**src/rtl/param_up_dn_counter_if.sv**
```systemverilog
// Bundles the load/step/limit controls and the count/status outputs of param_up_dn_counter.
// The master modport drives the controls and the slave modport is the counter itself.
interface param_up_dn_counter_if #(
  parameter int unsigned WIDTH = 5
) ();
  logic [WIDTH-1:0] in_val;
  logic [WIDTH-1:0] step;
  logic [WIDTH-1:0] min_lim;
  logic [WIDTH-1:0] max_lim;
  logic [WIDTH-1:0] counter;
  logic             load;
  logic             up;
  logic             down;
  logic             enable;
  logic             high;
  logic             low;
  logic             ovf;
  logic             udf;
  logic             cfg_err;

  modport master (
    output in_val, step, min_lim, max_lim, load, up, down, enable,
    input  counter, high, low, ovf, udf, cfg_err
  );

  modport slave (
    input  in_val, step, min_lim, max_lim, load, up, down, enable,
    output counter, high, low, ovf, udf, cfg_err
  );
endinterface

```
**src/rtl/param_up_dn_counter.sv**
```systemverilog
// Bounded load/up/down counter with a runtime step, a saturate-or-wrap mode and registered
// overflow/underflow pulses. The limits are inclusive, and the counter is forced back inside them.
module param_up_dn_counter #(
  parameter int unsigned      WIDTH   = 5,
  parameter bit               WRAP    = 1'b0,
  parameter logic [WIDTH-1:0] RST_VAL = '0
) (
  input logic                  clk,
  input logic                  rst_n,
  param_up_dn_counter_if.slave bus
);

  logic [WIDTH-1:0] counter_q, counter_d;
  logic             ovf_q, ovf_d;
  logic             udf_q, udf_d;

  logic             cfg_err;
  logic [WIDTH:0]   sum;
  logic [WIDTH:0]   diff;
  logic             up_cross;
  logic             dn_cross;
  logic             above;
  logic             below;

  // The extra bit keeps carries and borrows visible instead of wrapping modulo 2**WIDTH.
  always_comb begin
    cfg_err  = bus.min_lim > bus.max_lim;
    sum      = {1'b0, counter_q} + {1'b0, bus.step};
    diff     = {1'b0, counter_q} - {1'b0, bus.step};
    up_cross = sum > {1'b0, bus.max_lim};
    dn_cross = diff[WIDTH] || (diff[WIDTH-1:0] < bus.min_lim);
    above    = counter_q > bus.max_lim;
    below    = counter_q < bus.min_lim;
  end

  always_comb begin
    counter_d = counter_q;
    ovf_d     = 1'b0;
    udf_d     = 1'b0;
    if (!cfg_err) begin
      if (bus.load) begin
        if (bus.in_val > bus.max_lim) begin
          counter_d = bus.max_lim;
        end else if (bus.in_val < bus.min_lim) begin
          counter_d = bus.min_lim;
        end else begin
          counter_d = bus.in_val;
        end
      end else if (bus.enable && (above || below)) begin
        // Limits moved under the counter: snap to the nearest bound and drop this cycle's request.
        counter_d = above ? bus.max_lim : bus.min_lim;
      end else if (bus.enable && bus.down) begin
        if (dn_cross) begin
          counter_d = WRAP ? bus.max_lim : bus.min_lim;
          udf_d     = 1'b1;
        end else begin
          counter_d = diff[WIDTH-1:0];
        end
      end else if (bus.enable && bus.up) begin
        if (up_cross) begin
          counter_d = WRAP ? bus.min_lim : bus.max_lim;
          ovf_d     = 1'b1;
        end else begin
          counter_d = sum[WIDTH-1:0];
        end
      end
    end
  end

  always_ff @(posedge clk or negedge rst_n) begin
    if (!rst_n) begin
      counter_q <= RST_VAL;
      ovf_q     <= 1'b0;
      udf_q     <= 1'b0;
    end else begin
      counter_q <= counter_d;
      ovf_q     <= ovf_d;
      udf_q     <= udf_d;
    end
  end

  assign bus.counter = counter_q;
  assign bus.high    = counter_q == bus.max_lim;
  assign bus.low     = counter_q == bus.min_lim;
  assign bus.ovf     = ovf_q;
  assign bus.udf     = udf_q;
  assign bus.cfg_err = cfg_err;

endmodule
```
**src/flat_wrapper.sv**
```systemverilog
// flat-port wrapper written by rule: the top's interface ports become plain ports
module param_up_dn_counter_flat 
#(
  parameter int unsigned      WIDTH   = 5,
  parameter bit               WRAP    = 1'b0,
  parameter logic [WIDTH-1:0] RST_VAL = '0
)
  (clk, rst_n, bus_in_val, bus_step, bus_min_lim, bus_max_lim, bus_load, bus_up, bus_down, bus_enable, bus_counter, bus_high, bus_low, bus_ovf, bus_udf, bus_cfg_err);
  param_up_dn_counter_if #(.WIDTH(WIDTH)) bus_i ();
  input logic clk;
  input logic rst_n;
  input wire logic [$bits(bus_i.in_val)-1:0] bus_in_val;
  input wire logic [$bits(bus_i.step)-1:0] bus_step;
  input wire logic [$bits(bus_i.min_lim)-1:0] bus_min_lim;
  input wire logic [$bits(bus_i.max_lim)-1:0] bus_max_lim;
  input wire logic [$bits(bus_i.load)-1:0] bus_load;
  input wire logic [$bits(bus_i.up)-1:0] bus_up;
  input wire logic [$bits(bus_i.down)-1:0] bus_down;
  input wire logic [$bits(bus_i.enable)-1:0] bus_enable;
  output wire logic [$bits(bus_i.counter)-1:0] bus_counter;
  output wire logic [$bits(bus_i.high)-1:0] bus_high;
  output wire logic [$bits(bus_i.low)-1:0] bus_low;
  output wire logic [$bits(bus_i.ovf)-1:0] bus_ovf;
  output wire logic [$bits(bus_i.udf)-1:0] bus_udf;
  output wire logic [$bits(bus_i.cfg_err)-1:0] bus_cfg_err;
  assign bus_i.in_val = bus_in_val;
  assign bus_i.step = bus_step;
  assign bus_i.min_lim = bus_min_lim;
  assign bus_i.max_lim = bus_max_lim;
  assign bus_i.load = bus_load;
  assign bus_i.up = bus_up;
  assign bus_i.down = bus_down;
  assign bus_i.enable = bus_enable;
  assign bus_counter = bus_i.counter;
  assign bus_high = bus_i.high;
  assign bus_low = bus_i.low;
  assign bus_ovf = bus_i.ovf;
  assign bus_udf = bus_i.udf;
  assign bus_cfg_err = bus_i.cfg_err;
  param_up_dn_counter #(.WIDTH(WIDTH), .WRAP(WRAP), .RST_VAL(RST_VAL)) u_core (.clk(clk), .rst_n(rst_n), .bus(bus_i));
endmodule
```
**config.mk**
```make
export PLATFORM = sky130hd
export DESIGN_NAME = param_up_dn_counter_flat
export DESIGN_NICKNAME = d
export VERILOG_FILES = /design/src/rtl/param_up_dn_counter_if.sv /design/src/rtl/param_up_dn_counter.sv /design/src/flat_wrapper.sv
export SDC_FILE = /design/constraint.sdc
export NUM_CORES = 1
export LEC_CHECK = 0
export BUFFER_PORTS_ARGS = -buffer_cell sky130_fd_sc_hd__buf_2
export CAP_MARGIN = 10
export CORE_MARGIN = 8
export CORE_UTILIZATION = 45
export CTS_CLUSTER_SIZE = 25
export DETAILED_ROUTE_END_ITERATION = 16
export PLACE_DENSITY = 0.64
export SLEW_MARGIN = 20
export SYNTH_ARGS = -nofsm -noshare
export SYNTH_HDL_FRONTEND = slang
export SYNTH_SLANG_ARGS = --single-unit
```
**constraint.sdc**
```tcl
create_clock -name clk -period 8.81 [get_ports clk]
set_input_delay 0.881 -clock clk [delete_from_list [all_inputs] [get_ports clk]]
set_output_delay 0.881 -clock clk [all_outputs]
set_load 0.02 [all_outputs]
```
## Word-level counts from Yosys, hierarchy flattened

Index checks and enable logic that the tools add are counted.

- Add/subtract/negate cells: 2
- Magnitude comparators: 7
- Mux-type cells: 20
- Bitwise logic cells: 1
- Eq/ne operators: 2
- Reductions and logical operators: 7

Operators with widths:

| operator | count |
|---|---|
| $mux W5 | 9 |
| $gt A5 B5 Y1 | 3 |
| $lt A5 B5 Y1 | 3 |
| $mux W1 | 11 |
| $eq A5 B5 Y1 | 2 |
| $add A5 B5 Y6 | 1 |
| $gt A6 B5 Y1 | 1 |
| $sub A5 B5 Y6 | 1 |
| $reduce_bool A4 Y1 | 1 |
| $logic_and A1 B1 Y1 | 3 |
| $logic_or A1 B1 Y1 | 2 |
| $reduce_and A2 Y1 | 1 |
| $not A1 Y1 | 1 |

- Word-level logic and storage cells: 42
- Output and inout port bits: 10
- Input port bits: 26
- Flip-flop bits (word level): 7

## Longest topological paths before layout

Gate-level depths: netlist (run 1).

- Depth in word-level cells: 8
- Mapped depth: 14
- Gate-level depth less buffers: 14

## Worst setup path after synthesis (run 1)

Ideal clock, no wire load.

- Path type: input to register
- Start point: input port bus_step[0]
- End point: register u_core.counter_q[3] (netlist: u_core.bus.counter[3])
- Slack: 5.177 ns
- Arrival time: 3.505 ns
- Data required time: 8.682 ns
- Cell stages on the path: 13
- Library setup time: 0.128 ns
- Cells stage by stage: ha_1 > fa_1 > nand2b_1 > a21oi_1 > o21a_1 > or2_2 > ha_1 > or2_2 > o221a_2 > or3_1 > a31oi_1 > o221a_1 > o31ai_2

- Longest elaborated chain between the ends: 7
- Elaborated cells between the ends (all ways): 11
- Those cells by class: add/sub: 2; order compare: 2; mux: 6; reduce/logical: 1

RTL lines:

| what | RTL line | text |
|---|---|---|
| from (decl) | flat_wrapper.sv:13 | `input wire logic [$bits(bus_i.step)-1:0] bus_step;` |
| $add A5 B5 Y6 or $sub A5 B5 Y6 (tied branches) | param_up_dn_counter.sv:28, param_up_dn_counter.sv:29 |  |
| $gt A6 B5 Y1 or $lt A5 B5 Y1 (tied branches) | param_up_dn_counter.sv:30, param_up_dn_counter.sv:31 |  |
| $mux W5 or $logic_or A1 B1 Y1 (tied branches) | param_up_dn_counter.sv:60, param_up_dn_counter.sv:31 |  |
| $mux W5 (on tied branches) | param_up_dn_counter.sv:59, param_up_dn_counter.sv:53 |  |
| $mux W5 (*) | param_up_dn_counter.sv:52 | `end else if (bus.enable && bus.down) begin` |
| $mux W5 (*) | param_up_dn_counter.sv:49 | `end else if (bus.enable && (above \|\| below)) begin` |
| $mux W5 (*) | param_up_dn_counter.sv:41 | `if (bus.load) begin` |
| to (signal assigned) | param_up_dn_counter.sv:76 | `counter_q <= counter_d;` |
| to (decl) | param_up_dn_counter.sv:13 | `logic [WIDTH-1:0] counter_q, counter_d;` |

Every way passes the cells marked *; elsewhere a longest branch is shown, timed or not. The select of a mux whose other input is x is not followed.
A chain may end at the register's enable or synchronous reset.

## Final worst setup path (run 1)

- Start point: input port bus_step[0]
- End point: register u_core.counter_q[0] (netlist: u_core.bus.counter[0])

The elaborated chain is that of the path after synthesis.

==> results.toml, run 1 <==
[critical_path]
r2r_start = "u_core.bus.counter[0]$_DFFE_PN0P_"
start_kind = "input pin"
worstSetupStartpoint = "bus_step[0]"
critical_path_class = "in2reg"
cp_slowest_cell = "fa_1"
max_stage_delay_ns = 0.41
rr_worst_depth = 13
worst-path-max-fanout = 5
cp_data_arrival_time_ns = 3.82
crit_required_ns = 8.90
end_kind = "flop"
crit_chain = "buf_2, ha_1, fa_1, nand2b_1, a21oi_1, o21a_1, or2_2, ha_1, or2_2, o221ai_1, and3_1, o21ai_0, a41oi_1, o221ai_1"

[clocking]
path_clk_slew_ns = 0.04
numClockSinks = 7
root_buffer = "clkbuf_8"
clock_path_buffers = 2
post_cts_buffers = 0
hold_buffers = 0
cts_made_buffers = 3
h-tree-depth = 1
clock_latency_ns = 0.23
cts_resized = 0
cts_tree = "done"

[layout]
fin_util_pct = 53.4
regArea_um2 = 175
multiInputGateArea_um2 = 1620
n_antenna_cell = 0
nets = 342
areaGrowthSynthToFinish_pct = 13.3
fillers = 403
drive_gt1_share_pct = 20.0

[sta]
fmax_mhz = 268
final.setup.tns_ns = 0
slew_viol_final = 0
setup_violations = 0
tightest_slew_ns = 0.667
rsz0062_at_grt = "false"
post-route-min-period_ns = 3.73
skew_ns = 0.000874
fin_crit_sh_pct = 42.3
timing.slew.headroom_pct = 55.5
hold_viol = 0
holdWs_ns = 0.480

[route]
wl_per_cell_um = 18.5
top_layer = "met4"
vias_per_cell = 5.99
finalWirelength_um = 5910
num_vias = 1918
wl_met3_um = 318
drtPass1Iterations = 4
wl_met1_um = 2800
drt_iter0_drc = 89
wl_met2_um = 2690
antenna_left = 0
drc = 0

[synthesis]
yosysMostFrequentCell = "ha_1"
syn_avg_cell_area_um2 = 8.05
synth_edf_count = 0
yosysTopAreaCellShare_pct = 28.3
yosys.area.top_type = "ha_1"
synth_compound_area_share_pct = 27.0
synth-seq-area-share_pct = 9.22
synth_area_leaders = "ha_1, dfrtp_1, mux2i_1"
syn_nets = 307
synthAdderAreaFrac_pct = 30.4
synth_ff_type = "dfrtp_1"
synth-simple-area-share_pct = 18.3
ys_async_sr_fraction_pct = 100
synth_cell_types = 57
synth.cell_area_um2 = 1900
yosys_warnings = 0
synth_common_cells = "ha_1, inv_1, a21oi_1"
synth-seq-cells = 7
synth_top_family_by_area = "adder cells"
yosys.area_share.xor_xnor_pct = 2.31
synth_mux_area_share_pct = 6.98
postSynthCellCount = 236

[grt]
grt_pass1_wl_um = 9600
track_usage_pct = 18.8
grt.overflow.total = 0
grt_max_degree = 14
antenna_found_initial = 0
grt_pass1_vias = 1951

[status]
outcome = "finished, final reports clean"

[placed_design]
place_hpwl_um = 4880
place_congestion = 0.890
io_buffers = 35

[power]
irDropWorstVdd_mv = 0.0994
p_per_area_nw_per_um2 = 290
p_total_uw = 624
leakage_nw = 1.10

[floorplanning]
core_area_um2 = 4030
rows = 23
dieArea_um2 = 6560
start_util_pct = 47.1
num_io_pins = 36
die_h_um = 81.0
dieWidth_um = 81.0

[run]
cap_violations = 0

[worst_hold_path]
hold_path.class = "in2async"
[state kept, by name, summed over array words and instances, names as in the netlist]
| name | cells |
|---|---|
| u_core.bus.ovf | 1 |
| u_core.bus.udf | 1 |
| u_core.bus.counter | 5 |
[worst paths after layout]
path	slack, ns	endpoint
max	5.08	u_core.bus.counter[0]$_DFFE_PN0P_
max reg2reg	5.35	u_core.bus.counter[0]$_DFFE_PN0P_
min	0.48	u_core.bus.counter[1]$_DFFE_PN0P_
max in group asynchronous	8.18	u_core.bus.counter[0]$_DFFE_PN0P_
min reg2reg	0.62	u_core.bus.counter[0]$_DFFE_PN0P_
min in group clk	0.62	u_core.bus.counter[0]$_DFFE_PN0P_
[power by group]
part	internal, mW	switching, mW
sequential	0.0428	0.0273
combinational	0.207	0.302
clock	0.0313	0.0141
[placed cells by master, fill, tap and decap left out, drive strengths merged, types with 3 or more instances in the layout]
cell and instances:
clkbuf 4, ha 43, o21ai 15, a31oi 3
nand2b 4, o31ai 6, nor2 14, dfrtp 7
nand2 16, or3 3, o21a 5, inv 21
a21o 5, nor3 6, nand4 3, buf 35
a21oi 19, xnor2 3, nor2b 4, nand3 5
mux2i 11, and3 3
[logic make-up (layout without fill, tap and decap cells)]
group,count (synthesis),after routing
multiplexers,13,13
flip-flops,7,7
adder cells (fa/ha/maj),45,45
AO/OA/AOI/OAI,74,74
AND/OR/NAND/NOR,66,66
XOR/XNOR,5,5
buffers and inverters,26,60
[layout make-up]
class                      instances  area share (%)
clock buffer                       4            2.09
inverter                          21            3.66
multi-input combinational        203            75.1
sequential                         7            8.14
tap                               50            2.91
timing repair buffer              35            8.14
[through the flow]
step	std cells	area (um^2)	worst slack, ns
CTS	320	2150	5.13
finish	320	2150	5.08
global route	320	2150	4.93
floorplan	236	1900	5.18
detailed placement	316	2110	4.90
global placement	316	2110	4.93
[layer usage]
layer / global-route usage, % / up-vias
li1: - / 952
met1: 24.5 / 901
met2: 30.8 / 55
met3: 2.98 / 10
met4: 5.89 / 0
met5: 0 / -
[worst max-delay path: cells and delay by family]
family                   cells  cell delay (ns)
buffers and inverters        1             0.11
AND/OR/NAND/NOR              4             0.90
adder cells (fa/ha/maj)      3             0.81
AO/OA/AOI/OAI                6             1.12
(Power assumes the default switching activity.)
==> run 2, diff against run 1 <==
Settings changed: PLACE_DENSITY 0.64 to 0.67.
Clock period 8.81 ns to 3.4 ns, I/O delays scaled along.
==> run 2 against run 1 <==
  * Critical path type is now reg2reg
  * Critical path depth fell by 1
  * Highest routed layer unchanged
  * Die area unchanged
  * Sequential share of layout area down 0.44 points
  * Clock skew grew 0.0030 ns
  * Cell count rose by 3.4%
  * Register-to-register slack worse by 5.3 ns
  * Global-route usage down 0.14 points
  * Worst hold slack got worse by 0.0021 ns
  * Worst setup slack got worse by 5.0 ns
==> results.toml, run 2 (synthesis gave the netlist of run 1 again) <==
[power]
leakage_nw = 1.16
p_per_area_nw_per_um2 = 775
irDropWorstVdd_mv = 0.385
p_total_mw = 1.76

[critical_path]
max_stage_delay_ns = 0.42
cp_slowest_cell = "dfrtp_1"
crit_chain = "ha_2, fa_2, nand2b_1, a21oi_1, o21a_1, or2_2, ha_2, or2_2, o221a_2, or3_1, a31oi_1, o221a_1, o31ai_2"
start_kind = "flop"
crit_buf_inv = 0
cp_data_arrival_time_ns = 3.43
critical_path_class = "reg2reg"
end_kind = "flop"
worst-path-max-fanout = 5
path_delay_family = "simple AND/OR/NAND/NOR gates"
crit_required_ns = 3.51

[sta]
post-route-min-period_ns = 3.32
tightest_slew_ns = 0.629
timing.slew.headroom_pct = 58.1
fmax_mhz = 301
skew_ns = 0.00392
setup_violations = 0
hold_viol = 0
fin_crit_sh_pct = 97.6
slew_viol_final = 0

[layout]
largest_reg_flops = 5
drive_gt1_share_pct = 26.0
final_common_cell = "ha_1"
final_cell_mix = "ha_1, buf_2, inv_1, a21oi_1, nand2_1"
regArea_um2 = 175
multiInputGateArea_um2 = 1650
stdcell_area_um2 = 2270
n_antenna_cell = 0
nets = 353
areaGrowthSynthToFinish_pct = 19.8
fillers = 387

[worst_hold_path]
hold_path.class = "in2async"

[clocking]
root_buffer = "clkbuf_8"
h-tree-depth = 1
cts_tree = "done"
path_clk_slew_ns = 0.04
numClockSinks = 7
cts_made_buffers = 3
clock_latency_ns = 0.23
clock_path_buffers = 2

[route]
finalWirelength_um = 5940
antenna_left = 0
drc = 0
drtPass1Iterations = 4
vias_per_cell = 5.86
wl_per_cell_um = 17.9
drt_iter0_drc = 98
num_vias = 1941

[floorplanning]
die_h_um = 81.0
core_area_um2 = 4030
start_util_pct = 47.1
dieWidth_um = 81.0
num_io_pins = 36
rows = 23
dieArea_um2 = 6560

[status]
outcome = "finished, final reports clean"

[placed_design]
place_congestion = 0.940
placed_area_um2 = 2170
io_buffers = 35
place_hpwl_um = 4910

[grt]
grt_max_degree = 10
antenna_found_initial = 0
grt_pass1_vias = 1967
grt.overflow.total = 0
grt_pass1_wl_um = 9540
track_usage_pct = 18.6

[run]
cap_violations = 0
==> run 2: cell count changes in the layout (fill, tap and decap cells not counted), sizes merged <==
| cell | before | now |
|---|---|---|
| buf | 35 | 45 |
| dlygate4sd3 | 0 | 1 |
==> run 2: power by group <==
group	internal, mW	switching [mW]	total (mW)
registers	0.111	0.0428	0.154
clock network	0.0816	0.0410	0.123
logic	0.652	0.833	1.49
==> run 2: final cells by class <==
type                       count  area share (%)
multi-input combinational    203            72.7
timing repair buffer          46            11.4
sequential                     7            7.70
inverter                      21            3.47
tap                           50            2.75
clock buffer                   4            1.98
==> run 2: routing by layer <==
layer	up-vias	GRT usage [%]	wire [um]
met5	-	0	0
met4	0	5.18	103
met3	10	5.08	410
met2	56	29.0	2650
met1	903	24.5	2770
li1	972	-	-
==> run 2: repair_timing <==
item | 4_1_cts | 5_1_grt
hold endpoints to repair | 7 | 0
buffers inserted | 1 | 1
resized for setup | 0 | 9
pin swaps | 2 | 4
endpoints found under the setup margin | 1 | 5
gates cloned | 0 | 0
hold buffers | 1 | 0
==> run 2: worst paths after layout <==
kind | slack, ns | to | start | depth (start not counted)
max reg2reg | 0.08 | u_core.bus.counter[3]$_DFFE_PN0P_ | u_core.bus.counter[0]$_DFFE_PN0P_ | 13
max in group asynchronous | 2.75 | u_core.bus.counter[2]$_DFFE_PN0P_ | rst_n | 2
max | 0.08 | u_core.bus.counter[3]$_DFFE_PN0P_ | u_core.bus.counter[0]$_DFFE_PN0P_ | 13
min in group clk | 0.50 | u_core.bus.ovf$_DFF_PN0_ | bus_down | 3
min | 0.48 | u_core.bus.udf$_DFF_PN0_ | rst_n | 2
min reg2reg | 0.61 | u_core.bus.counter[0]$_DFFE_PN0P_ | u_core.bus.counter[0]$_DFFE_PN0P_ | 2
==> run 2: per-stage QoR <==
step | worst slack [ns] | hold slack, ns | std cells | utilization (%) | setup TNS [ns]
6_report | 0.0827 | 0.478 | 331 | 56.5 | 0
5_1_grt | -0.0155 | 0.478 | 331 | 56.5 | -0.0195
4_1_cts | 0.0152 | 0.468 | 330 | 55.3 | 0
3_5_place_dp | 0.00566 | 0.189 | 324 | 53.8 | 0
3_3_place_gp | 0.0483 | 0.189 | 324 | 53.8 | 0
2_1_floorplan | 0.123 | 0.0444 | 236 | - | 0
